File: config.mk
export PLATFORM = sky130hd
export DESIGN_NAME = prio_encoder_8to3_sync
export DESIGN_NICKNAME = d
export VERILOG_FILES = /design/src/rtl/prio_encoder_8to3_sync.sv
export SDC_FILE = /design/constraint.sdc
export NUM_CORES = 1
export LEC_CHECK = 0
export CORE_MARGIN = 10
export CORE_UTILIZATION = 50
export CTS_CLUSTER_SIZE = 12
export DETAILED_ROUTE_END_ITERATION = 6
export PLACE_DENSITY = 0.8
export SYNTH_ARGS = -nofsm -noshare
export SYNTH_HDL_FRONTEND = slang
export SYNTH_SLANG_ARGS = --single-unit
File: constraint.sdc
create_clock -name clk -period 4.3 [get_ports clk]
set_clock_uncertainty 0.1 [all_clocks]
set_input_delay 0.645 -clock clk [delete_from_list [all_inputs] [get_ports clk]]
set_output_delay 0.645 -clock clk [all_outputs]
set_load 0.01 [all_outputs]
File: src/rtl/prio_encoder_8to3_sync.sv
// Registered 8-to-3 priority encoder with input synchronizer, optional debounce and valid/ready output.
// Debounce (SETTLE state + stability counter) is built only when PRIO_ENC_DEBOUNCE_EN is defined.
module prio_encoder_8to3_sync #(
   parameter int STABLE_CYCLES = 4,
   parameter int CNT_W         = 8
) (
   input  logic       clk,
   input  logic       rst_n,
   input  logic       EI_n,
   input  logic [7:0] I_n,
   output logic [2:0] code,
   output logic       valid,
   input  logic       ready,
   output logic       GS_n,
   output logic       EO_n
);

   if (STABLE_CYCLES < 1 || STABLE_CYCLES > 255 || CNT_W < 1 ||
       ((STABLE_CYCLES - 1) >> CNT_W) != 0) begin : g_cfg_err
      $error("prio_encoder_8to3_sync: STABLE_CYCLES out of range or CNT_W too narrow");
   end

`ifdef PRIO_ENC_DEBOUNCE_EN
   typedef enum logic [1:0] {IDLE, SETTLE, HOLD, RELEASE} state_t;
   localparam logic [CNT_W-1:0] CNT_LAST = CNT_W'(STABLE_CYCLES - 1);
   logic [CNT_W-1:0] cnt;
   logic [2:0]       cand;
`else
   typedef enum logic [1:0] {IDLE, HOLD, RELEASE} state_t;
`endif

   state_t     state;
   logic [7:0] s1, s2;
   logic       any, en_any;
   logic [2:0] idx;

   // Ascending scan so the highest low bit wins.
   always_comb begin
      any = ~&s2;
      idx = 3'd0;
      for (int i = 0; i < 8; i++)
         if (!s2[i]) idx = 3'(i);
   end

   assign en_any = ~EI_n & any;

   always_ff @(posedge clk) begin
      if (!rst_n) begin
         state <= IDLE;
         s1    <= 8'hFF;
         s2    <= 8'hFF;
         code  <= 3'd0;
         valid <= 1'b0;
         GS_n  <= 1'b1;
         EO_n  <= 1'b1;
`ifdef PRIO_ENC_DEBOUNCE_EN
         cnt   <= '0;
         cand  <= 3'd0;
`endif
      end else begin
         s1   <= I_n;
         s2   <= s1;
         GS_n <= ~(~EI_n & any);
         EO_n <= ~(~EI_n & ~any);
         case (state)
            IDLE: begin
               if (en_any) begin
`ifdef PRIO_ENC_DEBOUNCE_EN
                  state <= SETTLE;
                  cand  <= idx;
                  cnt   <= '0;
`else
                  state <= HOLD;
                  code  <= idx;
                  valid <= 1'b1;
`endif
               end
            end
`ifdef PRIO_ENC_DEBOUNCE_EN
            SETTLE: begin
               // A change of winner takes priority over counter expiry.
               if (!en_any) begin
                  state <= IDLE;
               end else if (idx != cand) begin
                  cand <= idx;
                  cnt  <= '0;
               end else if (cnt == CNT_LAST) begin
                  state <= HOLD;
                  code  <= cand;
                  valid <= 1'b1;
               end else begin
                  cnt <= cnt + 1'b1;
               end
            end
`endif
            HOLD: begin
               if (ready) begin
                  valid <= 1'b0;
                  state <= RELEASE;
               end
            end
            RELEASE: begin
               // Wait for the press to go away so it is reported only once.
               if (!en_any) state <= IDLE;
            end
            default: state <= IDLE;
         endcase
      end
   end

endmodule

# Word-level counts from Yosys, hierarchy flattened
# Index checks and enable logic that the tools add are counted.
[word_totals] regBits=24 in_bits=12 output_inout_bits=6 word_cells=38
[op_classes] n_eq_ne=5 muxes=14 bitwise_logic=5 reduce_logical=7
[op_table] cell="2-to-1 mux 3 bit" count=5
[op_table] cell="2-to-1 mux 2 bit" count=4
[op_table] cell="AND reduction 8 bit" count=1
[op_table] cell="!= test 2 bit (second input constant)" count=3
[op_table] cell="one-hot mux 2 bit (3 select lines)" count=1
[op_table] cell="AND reduction 3 bit" count=2
[op_table] cell="2-to-1 mux 1 bit" count=3
[op_table] cell="NOT 1 bit" count=3
[op_table] cell="bitwise AND 1 bit" count=2
[op_table] cell="== test 2 x 1 -> 1 bit (second input constant)" count=1
[op_table] cell="== test 2 bit (second input constant)" count=1
[op_table] cell="logical NOT 2 bit" count=1
[op_table] cell="one-hot mux 1 bit (2 select lines)" count=1
[op_table] cell="AND reduction 2 bit" count=1
[op_table] cell="nonzero test 2 bit" count=1
[op_table] cell="logical NOT 1 bit" count=1

# Longest topological paths before layout
# Gate-level depths: netlist (run 1).
[logic_depth] word_depth=7 depth_mapped=4 mapped_depth_nobuf=4

# Least setup slack after synthesis (run 1)
# No wires, ideal clock.
[synth_path] kind="input-to-reg" start="input port EI_n" end="register code[1]" setup_time_ns=0.116 arrival_ns=1.216 required_ns=4.084 setup_slack_ns=2.868 stages=3 n_path_buf=0 cell_sequence="a2111oi_4 > nand4_1 > o211a_1"
[synth_between] elab_chain_len=3
[synth_lines] item="start: declaration" line_no="9" source="input logic EI_n,"
[synth_lines] item="NOT 1 bit" line_no="45" source="assign en_any = ~EI_n & any;"
[synth_lines] item="bitwise AND 1 bit" line_no="45"
[synth_lines] item="AND reduction 2 bit (no line)"
[synth_lines] item="end signal: assignment" line_no="74" source="code <= idx;"
[synth_lines] item="end: declaration" line_no="11" source="output logic [2:0] code,"
# No other way between the ends.
# A chain may end at the register's enable or synchronous reset.

# Worst setup path in the final report (run 1)
[layout_path] start="register code[1]" end="output port code[1]"
# No word-level cell between the ends.

==> impl_results.md, run 1 <==
* Most common cell in the netlist: dfxtp_1
* CTS tree: yes
* VDD IR max at between 0.2 and 0.25 mV
* I/O pin total at 18
* Dpl ws at roughly 2200 ps
* Final #Nets at 100
* Initial core utilization at 0.5261
* Vias at 524
* Post-synth cell types at 20
* Final worst-path cycle share at 0.4528
* Max-slew violations at 0
* Syn avg cell area at 11.52 µm²
* Final WL at 1.176 mm
* Antenna violations before repair at 0
* Mapped Nets at 80
* Mapped Area at roughly 780 µm²
* Total track usage at 0.07444
* Largest delay contributor family on the critical path: buffers and inverters
* Final Instance Area at 1002 µm²
* Syn. warnings at 0
* CP Launch Type: flop
* Clock root cell: clkbuf_4
* Crit path max fanout at 2
* Post-synth EDFFs at 0
* Synth top area cells: dfxtp_1 (61%), nand2b_1 (13%), a2111oi_4 (3.5%), and4_4 (2.9%), o211a_1 (2.6%)
* Worst slew pin tran at about 740 ps
* # DRC at 0
* Die Y at 59.58 µm
* TritonCTS buffer count at 3
* Slowest stage delay, CP at 540 ps
* Non-filler instance count after layout at ~100
* # Max-Cap Violations at 0
* CTS sink cnt at 24
* Slowest cell on crit path: clkdlybuf4s50_1
* Status: complete, no violations
* Worst min path class: reg2reg
* Crit Path Class: reg2out
* FFs w/ async S/R, synth at 0
* Total gr overflow at 0
* Fin Setup TNS at 0 ps
* Most used DFF post-synth: dfxtp_1
* Final min period at just under 2000 ps
* Pre-antenna DRT Iters at 4
* Seq cells post-synth at 24
* Count of buffers from port buffering at 17
* Dpl cell area at around 970 µm²
* Post-Syn Instances at 68
* First DRT Iteration DRCs at 7
* Hpwl dp at between 800 and 900 µm
* # rows at 14
* Post_cts resized at 0
* Pwr Density at 405.2 nW/µm²
* Routed WL per cell at 11.42 µm
* Core box area at 1489 µm²
* Clock transition at path regs at roughly 120 ps
* Hold_ws at approximately 320 ps
* Worst path buffer plus inverter count at 1
* Hold Vio Cnt, Final at 0
* F_max at 513.6 MHz
* Setup violations, final at 0
* Area leader, netlist: dfxtp_1
* Vias per cell at just over 5
* Area growth from synthesis to layout at 27.96%
* Share of the synthesized area in the top cell type at 0.6134
* Postcts setup bufs at 0
* CTS H-tree depth at 1
* Die area at roughly 3500 µm²
* Clk buf depth at 2
* Dpl cells at 99
* First-pass GRT wire length at 1.952 mm
* Cell breakdown of the critical path: clkdlybuf4s50_1
* Register area share after synthesis at 0.6134
* Diode count at 0
* Width of the die at between 50 and 60 µm
* RSZ-0062 raised after global routing: no
* Routability Congestion at between 0.7 and 0.8
* Pleak at ~0.4 nW
* Most frequent cells after synthesis: dfxtp_1 (24), nand2b_1 (16), nand2_1 (4)
* Nature of the critical path endpoint: output pin
* Largest net degree at the start of global routing at 25
* Vias in the first global route at 485
* Insertion delay to the later sink of the worst-skew pair at just over 300 ps
* Hold buffers post-CTS at 0
* Slew margin rel. at 0.5072
* Antenna-violating nets left at 0
* # fillers at roughly 120
* CP arrival at around 1200 ps
* Final worst slack at roughly 2400 ps
* Worst Path Required at ~3600 ps
* Layout cells sized above 1 at 0.08046
-- cell families after synthesis --
group                  count (synthesis)  synth area share
muxes                                  1           0.01278
DFF                                   24            0.6134
AOI/OAI and AO/OA                      9            0.1086
buffers and inverters                  4           0.01918
and+or+nand+nor                       30            0.2460
-- placed cells by master, fill, tap and decap left out --
cell / instances
clkbuf_8: 1
clkbuf_4: 3
nand2b_1: 16
a2111oi_4: 1
clkdlybuf4s50_1: 17
a21oi_1: 2
a31oi_1: 1
inv_1: 2
mux2i_1: 1
o221ai_1: 1
o21ai_1: 1
nand3b_1: 2
nor2b_1: 2
o211a_1: 2
nand2_1: 4
a21boi_0: 1
nand4b_1: 1
and4_4: 2
dfxtp_1: 24
nand3_1: 1
nand4_1: 1
nor3b_1: 1
-- through the flow --
step / util / total power [mW]
finish: 0.6731 / 0.4061
detailed placement: 0.6487 / 0.2995
global placement: 0.6487 / 0.2984
floorplan: - / 0.2743
CTS: 0.6731 / 0.4118
global route: 0.6731 / 0.4256
-- per-layer routing --
layer	wire length, µm	global-route usage	vias to the layer above	share of wire
li1	-	-	267	-
met2	501	0.1070	17	0.43
met3	119	0.04506	6	0.10
met1	504	0.06667	234	0.43
met4	51	0.08333	0	0.043
met5	0	0	-	0
-- final cells by class --
type	instances	area, µm²	share of cell area
Tap cell	16	20.02	0.01998
Clock buffer	4	36.28	0.03620
Timing Repair Buffer	17	170.2	0.1698
Sequential cell	24	480.5	0.4794
Inverter	2	7.507	0.007491
Multi-Input combinational cell	40	287.8	0.2871
-- where the power goes --
group | internal (mW) | leakage (nW) | total (mW) | switching, mW
Clock | 0.0518 | 0.0210 | 0.113 | 0.0610
Combinational | 0.0322 | 0.190 | 0.0512 | 0.0191
Sequential | 0.236 | 0.199 | 0.242 | 0.00652
-- registers in the layout (all words and copies together) (netlist names) --
| register | count |
|---|---|
| s2 | 8 |
| s1 | 8 |
| state | 2 |
| EO_n | 1 |
| code | 3 |
| valid | 1 |
| GS_n | 1 |
-- path summary, 6_finish.rpt --
| path | start | endpoint | slack [ps] | depth (start not counted) |
|---|---|---|---|---|
| hold reg to reg | s1[0] | s2[0] | 320 | 1 |
| hold / removal | s1[0] | s2[0] | 320 | 1 |
| setup / recovery | code[1] | code[1] | 2350 | 1 |
| setup reg to reg | s2[3] | code[1] | 2760 | 4 |
No activity file was read; power rests on OpenSTA's default activity.
==> run 2: changes to the inputs <==
--- a/config.mk
+++ b/config.mk
@@ -6,10 +6,10 @@
 export NUM_CORES = 1
 export LEC_CHECK = 0
 export CORE_MARGIN = 10
-export CORE_UTILIZATION = 50
+export CORE_UTILIZATION = 46
 export CTS_CLUSTER_SIZE = 12
 export DETAILED_ROUTE_END_ITERATION = 6
-export PLACE_DENSITY = 0.8
+export PLACE_DENSITY = 0.74
 export SYNTH_ARGS = -nofsm -noshare
 export SYNTH_HDL_FRONTEND = slang
 export SYNTH_SLANG_ARGS = --single-unit
==> constraint.sdc (replaced) <==
create_clock -name clk -period 1.8 [get_ports clk]
set_clock_uncertainty 0.1 [all_clocks]
set_input_delay 0.27 -clock clk [delete_from_list [all_inputs] [get_ports clk]]
set_output_delay 0.27 -clock clk [all_outputs]
set_load 0.01 [all_outputs]
==> run 2 against run 1 <==
Routed wire length increased by 4.9%. Sequential cell count did not move. Final cell count grew 0.97%. Clock-buffer cell count unchanged. Register-to-register slack lost 2500 ps. Power rose by 140%. Worst hold slack better by 0.93 ps. First-iteration DRC count is 100% higher. Combinational power grew 140%.
==> impl_results.md, run 2 (same netlist as run 1, synthesis figures left out) <==
* Status: complete, no violations
* Worst path buffer plus inverter count at 1 (unchanged)
* VDD IR max at 0.5466 mV (+150%)
* Final #Nets at 101 (+1.0%)
* Crit Path Class: reg2out
* Pleak at 0.4146 nW (+1.2%)
* Area growth from synthesis to layout at 28.91%
* RSZ-0062 raised after global routing: no
* First DRT Iteration DRCs at 14 (+7)
* Vias per cell at 4.962 (-2.5%)
* Hold Vio Cnt, Final at 0 (unchanged)
* Clk buf depth at 2 (unchanged)
* Routed WL per cell at 11.87 µm (+3.9%)
* Slowest cell on crit path: clkdlybuf4s50_1
* Setup violations, final at 0 (unchanged)
* # Max-Cap Violations at 0 (unchanged)
* First-pass GRT wire length at 2.001 mm (+2.5%)
* Crit path max fanout at 2 (unchanged)
* Total track usage at 0.07194 (-0.002501)
* Max-slew violations at 0 (unchanged)
* Worst slew pin tran at 452.2 ps (-284.6 ps)
* Switching Fraction at 0.2111 (-0.002066)
* Layout cells sized above 1 at 0.09091 (+0.01045)
* Diode count at 0 (unchanged)
* # rows at 14 (unchanged)
* Routability Congestion at 0.6904 (-6.8%)
* Clock transition at path regs at 120 ps (about the same)
* CP Launch Type: flop
* CTS sink cnt at 24 (unchanged)
* Slowest stage delay, CP at 540 ps (about the same)
* Worst Path Required at 1430 ps (-2130 ps)
* Insertion delay to the later sink of the worst-skew pair at 300 ps (about the same)
* Cell breakdown of the critical path: clkdlybuf4s50_1
* Nature of the critical path endpoint: output pin
* Internal at 764.3 µW (+140%)
* Combinational power share at 0.129 (+0.003)
* Slew margin rel. at 0.6985 (+0.1913)
* Largest delay contributor family on the critical path: buffers and inverters
* Vias in the first global route at 526 (+8.5%)
* Width of the die at 61.27 µm (+2.8%)
* Commonest cells after routing, fill and taps aside: dfxtp_1 (24), clkdlybuf4s50_1 (17), nand2b_1 (16)
* TritonCTS buffer count at 3 (unchanged)
* Final worst slack at 229.2 ps (-2124 ps)
* CTS H-tree depth at 1 (unchanged)
* Initial core utilization at 0.5024 (-0.02364)
* Worst min path class: reg2reg
* CTS tree: yes
* Fin Setup TNS at 0 ps (unchanged)
* Post_cts resized at 0 (unchanged)
* Most common cell after layout, fill and taps aside: dfxtp_1
* # DRC at 0 (unchanged)
* Registers with the most flip-flops: s1: 8 flops, s2: 8 flops, code: 3 flops
* Final worst-path cycle share at 0.8727
* Sequential Power Share at 0.598 (+0.002)
* Core box area at 1559 µm² (+4.7%)
* Dpl ws at 153.8 ps (-2061 ps)
* Die Y at 61.27 µm (+2.8%)
* Clk pwr share at 0.273 (-0.005)
* Postcts setup bufs at 0 (unchanged)
* Antenna violations before repair at 0 (unchanged)
* Final min period at around 1600 ps
* Hpwl dp at 975.7 µm (+11%)
* Final WL at 1.234 mm (+4.9%)
* NetSw at 204.5 µW (+140%)
* F_max at roughly 640 MHz
* Total gr overflow at 0 (unchanged)
* I/O pin total at 18 (unchanged)
* Hold buffers post-CTS at 0 (unchanged)
* Antenna-violating nets left at 0 (unchanged)
* Largest net degree at the start of global routing at 15 (-40%)
* Count of buffers from port buffering at 17 (unchanged)
* Pre-antenna DRT Iters at 4 (unchanged)
* CP arrival at 1200 ps (about the same)
* Die area at 3753 µm² (+5.7%)
* Pwr Density at 959.4 nW/µm² (+140%)
* Clock root cell: clkbuf_4
* Vias at 516 (-1.5%)
* Layout Utilization at 0.6477 (-0.02544)
run 2: changes by cell type in the layout (fill, tap and decap cells not counted):
cell,delta
buf_4,+1
run 2: layout make-up:
type / count / area (µm²)
Clock buffer: 4 / 36.28
Sequential cell: 24 / 480.5
Fill cell: 139 / 549.3
Multi-Input combinational cell: 40 / 287.8
Inverter: 2 / 7.507
Timing Repair Buffer: 18 / 177.7
Tap cell: 16 / 20.02
run 2: metal layers:
metal / part of all wire / GRT usage / vias to the layer above
met5: 0 / 0 / -
met4: 0.0073 / 0.03909 / 0
met3: 0.093 / 0.03909 / 2
met2: 0.49 / 0.1272 / 12
met1: 0.41 / 0.06444 / 234
li1: - / - / 268
run 2: power groups by stage:
stage	clock network (mW)	logic (mW)	registers, mW
finish	0.264	0.125	0.579
detailed placement	0	0.127	0.592
global placement	0	0.124	0.591
global route	0.304	0.137	0.583
floorplan	0	0.0606	0.595
CTS	0.278	0.127	0.580
run 2: final timing paths:
kind,from,end,slack (ps),cells past startpoint
setup / recovery,code[0],code[0],230,1
hold / removal,s1[4],s2[4],320,1
setup reg to reg,s2[3],code[1],280,4
hold reg to reg,s1[4],s2[4],320,1
run 2: through the flow:
| stage | instances | area (µm²) | power (mW) | hold WS [ps] |
|---|---|---|---|---|
| 2_1_floorplan | 68 | 783.3 | 0.6553 | 243.0 |
| 5_1_grt | 104 | 1010 | 1.024 | 343.7 |
| 3_3_place_gp | 100 | 973.4 | 0.7153 | 290.0 |
| 4_1_cts | 104 | 1010 | 0.9849 | 324.9 |
| 3_5_place_dp | 100 | 973.4 | 0.7185 | 295.5 |
| 6_report | 104 | 1010 | 0.9688 | 320.0 |
==> run 3: changes to the inputs <==
==> constraint.sdc (replaced) <==
create_clock -name clk -period 1.45 [get_ports clk]
set_clock_uncertainty 0.1 [all_clocks]
set_input_delay 0.2175 -clock clk [delete_from_list [all_inputs] [get_ports clk]]
set_output_delay 0.2175 -clock clk [all_outputs]
set_load 0.01 [all_outputs]
==> run 3 against run 2 <==
Sequential share of layout area fell by 1.4 points. The run now ends with setup timing left. Largest cell class unchanged. Clock-buffer cell count down 1. Critical endpoint is now valid. Design area rose by 4.6%. Via count grew 10%. Power is 19% higher.
==> impl_results.md, run 3 (same netlist as run 1, synthesis figures left out) <==
* Status: complete, but fails checks
* Violated checks: setup timing
* RSZ-0062 raised after global routing: yes
* Max-slew violations at 0 (unchanged)
* Hold buffers post-CTS at 0 (unchanged)
* Worst min path class: reg2reg
* NetSw at 250.3 µW (+22%)
* Count of buffers from port buffering at 17 (unchanged)
* Routability Congestion at 0.7458 (+8.0%)
* Vias per cell at 5.135 (+3.5%)
* Internal at 898.0 µW (+17%)
* CTS H-tree depth at 1 (unchanged)
* Core box area at 1559 µm² (unchanged)
* Total track usage at 0.08354 (+0.01160)
* Hpwl dp at 1.069 mm (+9.5%)
* I/O pin total at 18 (unchanged)
* Largest net degree at the start of global routing at 15 (unchanged)
* Hold Vio Cnt, Final at 0 (unchanged)
* # fillers at 148 (+6.5%)
* Final worst slack at -22.10 ps (-251.3 ps)
* Total gr overflow at 0 (unchanged)
* Area growth from synthesis to layout at 34.82%
* R2R Path Start: s2[1]
* # rows at 14 (unchanged)
* CP Launch Type: flop
* CTS sink cnt at 24 (unchanged)
* Clock transition at path regs at 110 ps (about the same)
* # DRC at 0 (unchanged)
* Width of the die at 61.27 µm (unchanged)
* CP arrival at 1610 ps (+410 ps)
* RR Endpoint: valid
* # Max-Cap Violations at 0 (unchanged)
* Reg2reg path depth at 5 (+1)
* Combinational power share at 0.145 (+0.016)
* Worst slew pin tran at 397.3 ps (-54.90 ps)
* Initial core utilization at 0.5024 (unchanged)
* First DRT Iteration DRCs at 17 (+3)
* Hold_ws at 317.7 ps (-2.305 ps)
* Antenna violations before repair at 0 (unchanged)
* Die Y at 61.27 µm (unchanged)
* Final worst-path cycle share at 1.015
* Die area at 3753 µm² (unchanged)
* Crit path to: valid
* Antenna-violating nets left at 0 (unchanged)
* Layout cells sized above 1 at 0.2211 (+0.1301)
* Clock root cell: clkbuf_4
* Start point of the critical path: s2[1]
* Final WL at 1.437 mm (+16%)
* TritonCTS buffer count at 3 (unchanged)
* Pre-antenna DRT Iters at 4 (unchanged)
* CTS tree: yes
* Crit Path Class: reg2reg
* First-pass GRT wire length at 2.263 mm (+13%)
* Diode count at 0 (unchanged)
* Switching Fraction at 0.2180 (+0.006903)
* Dpl cell area at 988.4 µm² (+1.5%)
* Clk buf depth at 2 (unchanged)
* Final #Nets at 109 (+7.9%)
* Registers with the most flip-flops: s1: 8 flops, s2: 8 flops, code: 3 flops
* F_max at between 600 and 700 MHz
* Nature of the critical path endpoint: flop
* R2R setup slack at -20 ps (-300 ps)
* Final Instance Area at 1056 µm² (+4.6%)
* Sequential Power Share at 0.626 (+0.028)
* Pleak at 0.4514 nW (+8.9%)
* Worst Path Required at 1590 ps (+160 ps)
* Clk pwr share at 0.229 (-0.044)
* Slew margin rel. at 0.7351 (+0.03660)
* Commonest cells after routing, fill and taps aside: dfxtp_1 (18), nand2b_1 (16), clkdlybuf4s50_1 (11)
* Routed WL per cell at 12.95 µm (+9.1%)
* Crit path max fanout at 5 (+3)
* Pwr Density at 1087 nW/µm² (+13%)
* VDD IR max at 0.6706 mV (+23%)
* Vias at 570 (+10%)
* Setup violations, final at 3 (+3)
* Final min period at roughly 1500 ps
* Insertion delay to the later sink of the worst-skew pair at 290 ps (about the same)
* Most common cell after layout, fill and taps aside: dfxtp_1
* Vias in the first global route at 547 (+4.0%)
==> run 3: cell count changes in the layout (fill, tap and decap cells not counted) <==
cell | previous run | this run
clkdlybuf4s50_1 | 17 | 11
dfxtp_1 | 24 | 18
dfxtp_2 | 0 | 6
clkbuf_8 | 1 | 0
dlygate4sd2_1 | 0 | 6
buf_4 | 1 | 9
==> run 3: how the worst min path moves through the flow <==
stage / depth (start not counted) / start / to
4_1_cts: 1 / s1[6] / s2[6]
5_1_grt: 1 / s1[0] / s2[0]
2_1_floorplan: 1 / rst_n / s1[7]
3_5_place_dp: 1 / s1[6] / s2[6]
3_3_place_gp: 1 / s1[4] / s2[4]
6_report: 1 / s1[4] / s2[4]
==> run 3: power groups by stage <==
stage / registers, mW / clock network [mW] / logic (mW)
after floorplan: 0.738 / 0 / 0.0752
after global placement: 0.734 / 0 / 0.160
after detailed placement: 0.735 / 0 / 0.166
after global routing: 0.724 / 0.309 / 0.182
final: 0.719 / 0.263 / 0.167
after CTS: 0.719 / 0.285 / 0.167
==> run 3: worst max-delay path: stages, from the launching register on <==
cell	delay [ps]
dfxtp_2	340
and4_4	190
a2111oi_4	460
buf_4	200
a21oi_1	40
nor2b_1	100
==> run 3: metal layers <==
layer	vias to the layer above	global-route usage	wire, µm
li1	287	-	-
met1	269	0.07117	575
met2	12	0.1509	750
met3	2	0.03909	102
met4	0	0.05863	9
met5	-	0	0
==> run 3: stage by stage <==
step | setup WS [ps] | std cells | util | power, mW | TNS, ps
finish | -22.10 | 111 | 0.6774 | 1.148 | -52.72
floorplan | 38.57 | 68 | - | 0.8135 | 0
CTS | -4.588 | 110 | 0.6709 | 1.171 | -5.203
detailed placement | -68.79 | 102 | 0.6340 | 0.9008 | -165.2
global placement | -20.21 | 102 | 0.6340 | 0.8940 | -42.04
global route | -126.1 | 111 | 0.6774 | 1.215 | -308.5
==> run 3: area by class of cell <==
class                           instances  area (µm²)  area share
Timing Repair Buffer                   26       230.2      0.2180
Sequential cell                        24       488.0      0.4621
Tap cell                               16       20.02     0.01896
Clock buffer                            3       22.52     0.02133
Multi-Input combinational cell         40       287.8      0.2725
Inverter                                2       7.507    0.007109
==> run 3: what timing repair did <==
item,CTS,global route
endpoints found under the setup margin,7,6
resized for setup,10,2
pin swaps,4,1
hold endpoints to repair,0,0
buffers inserted,5,1
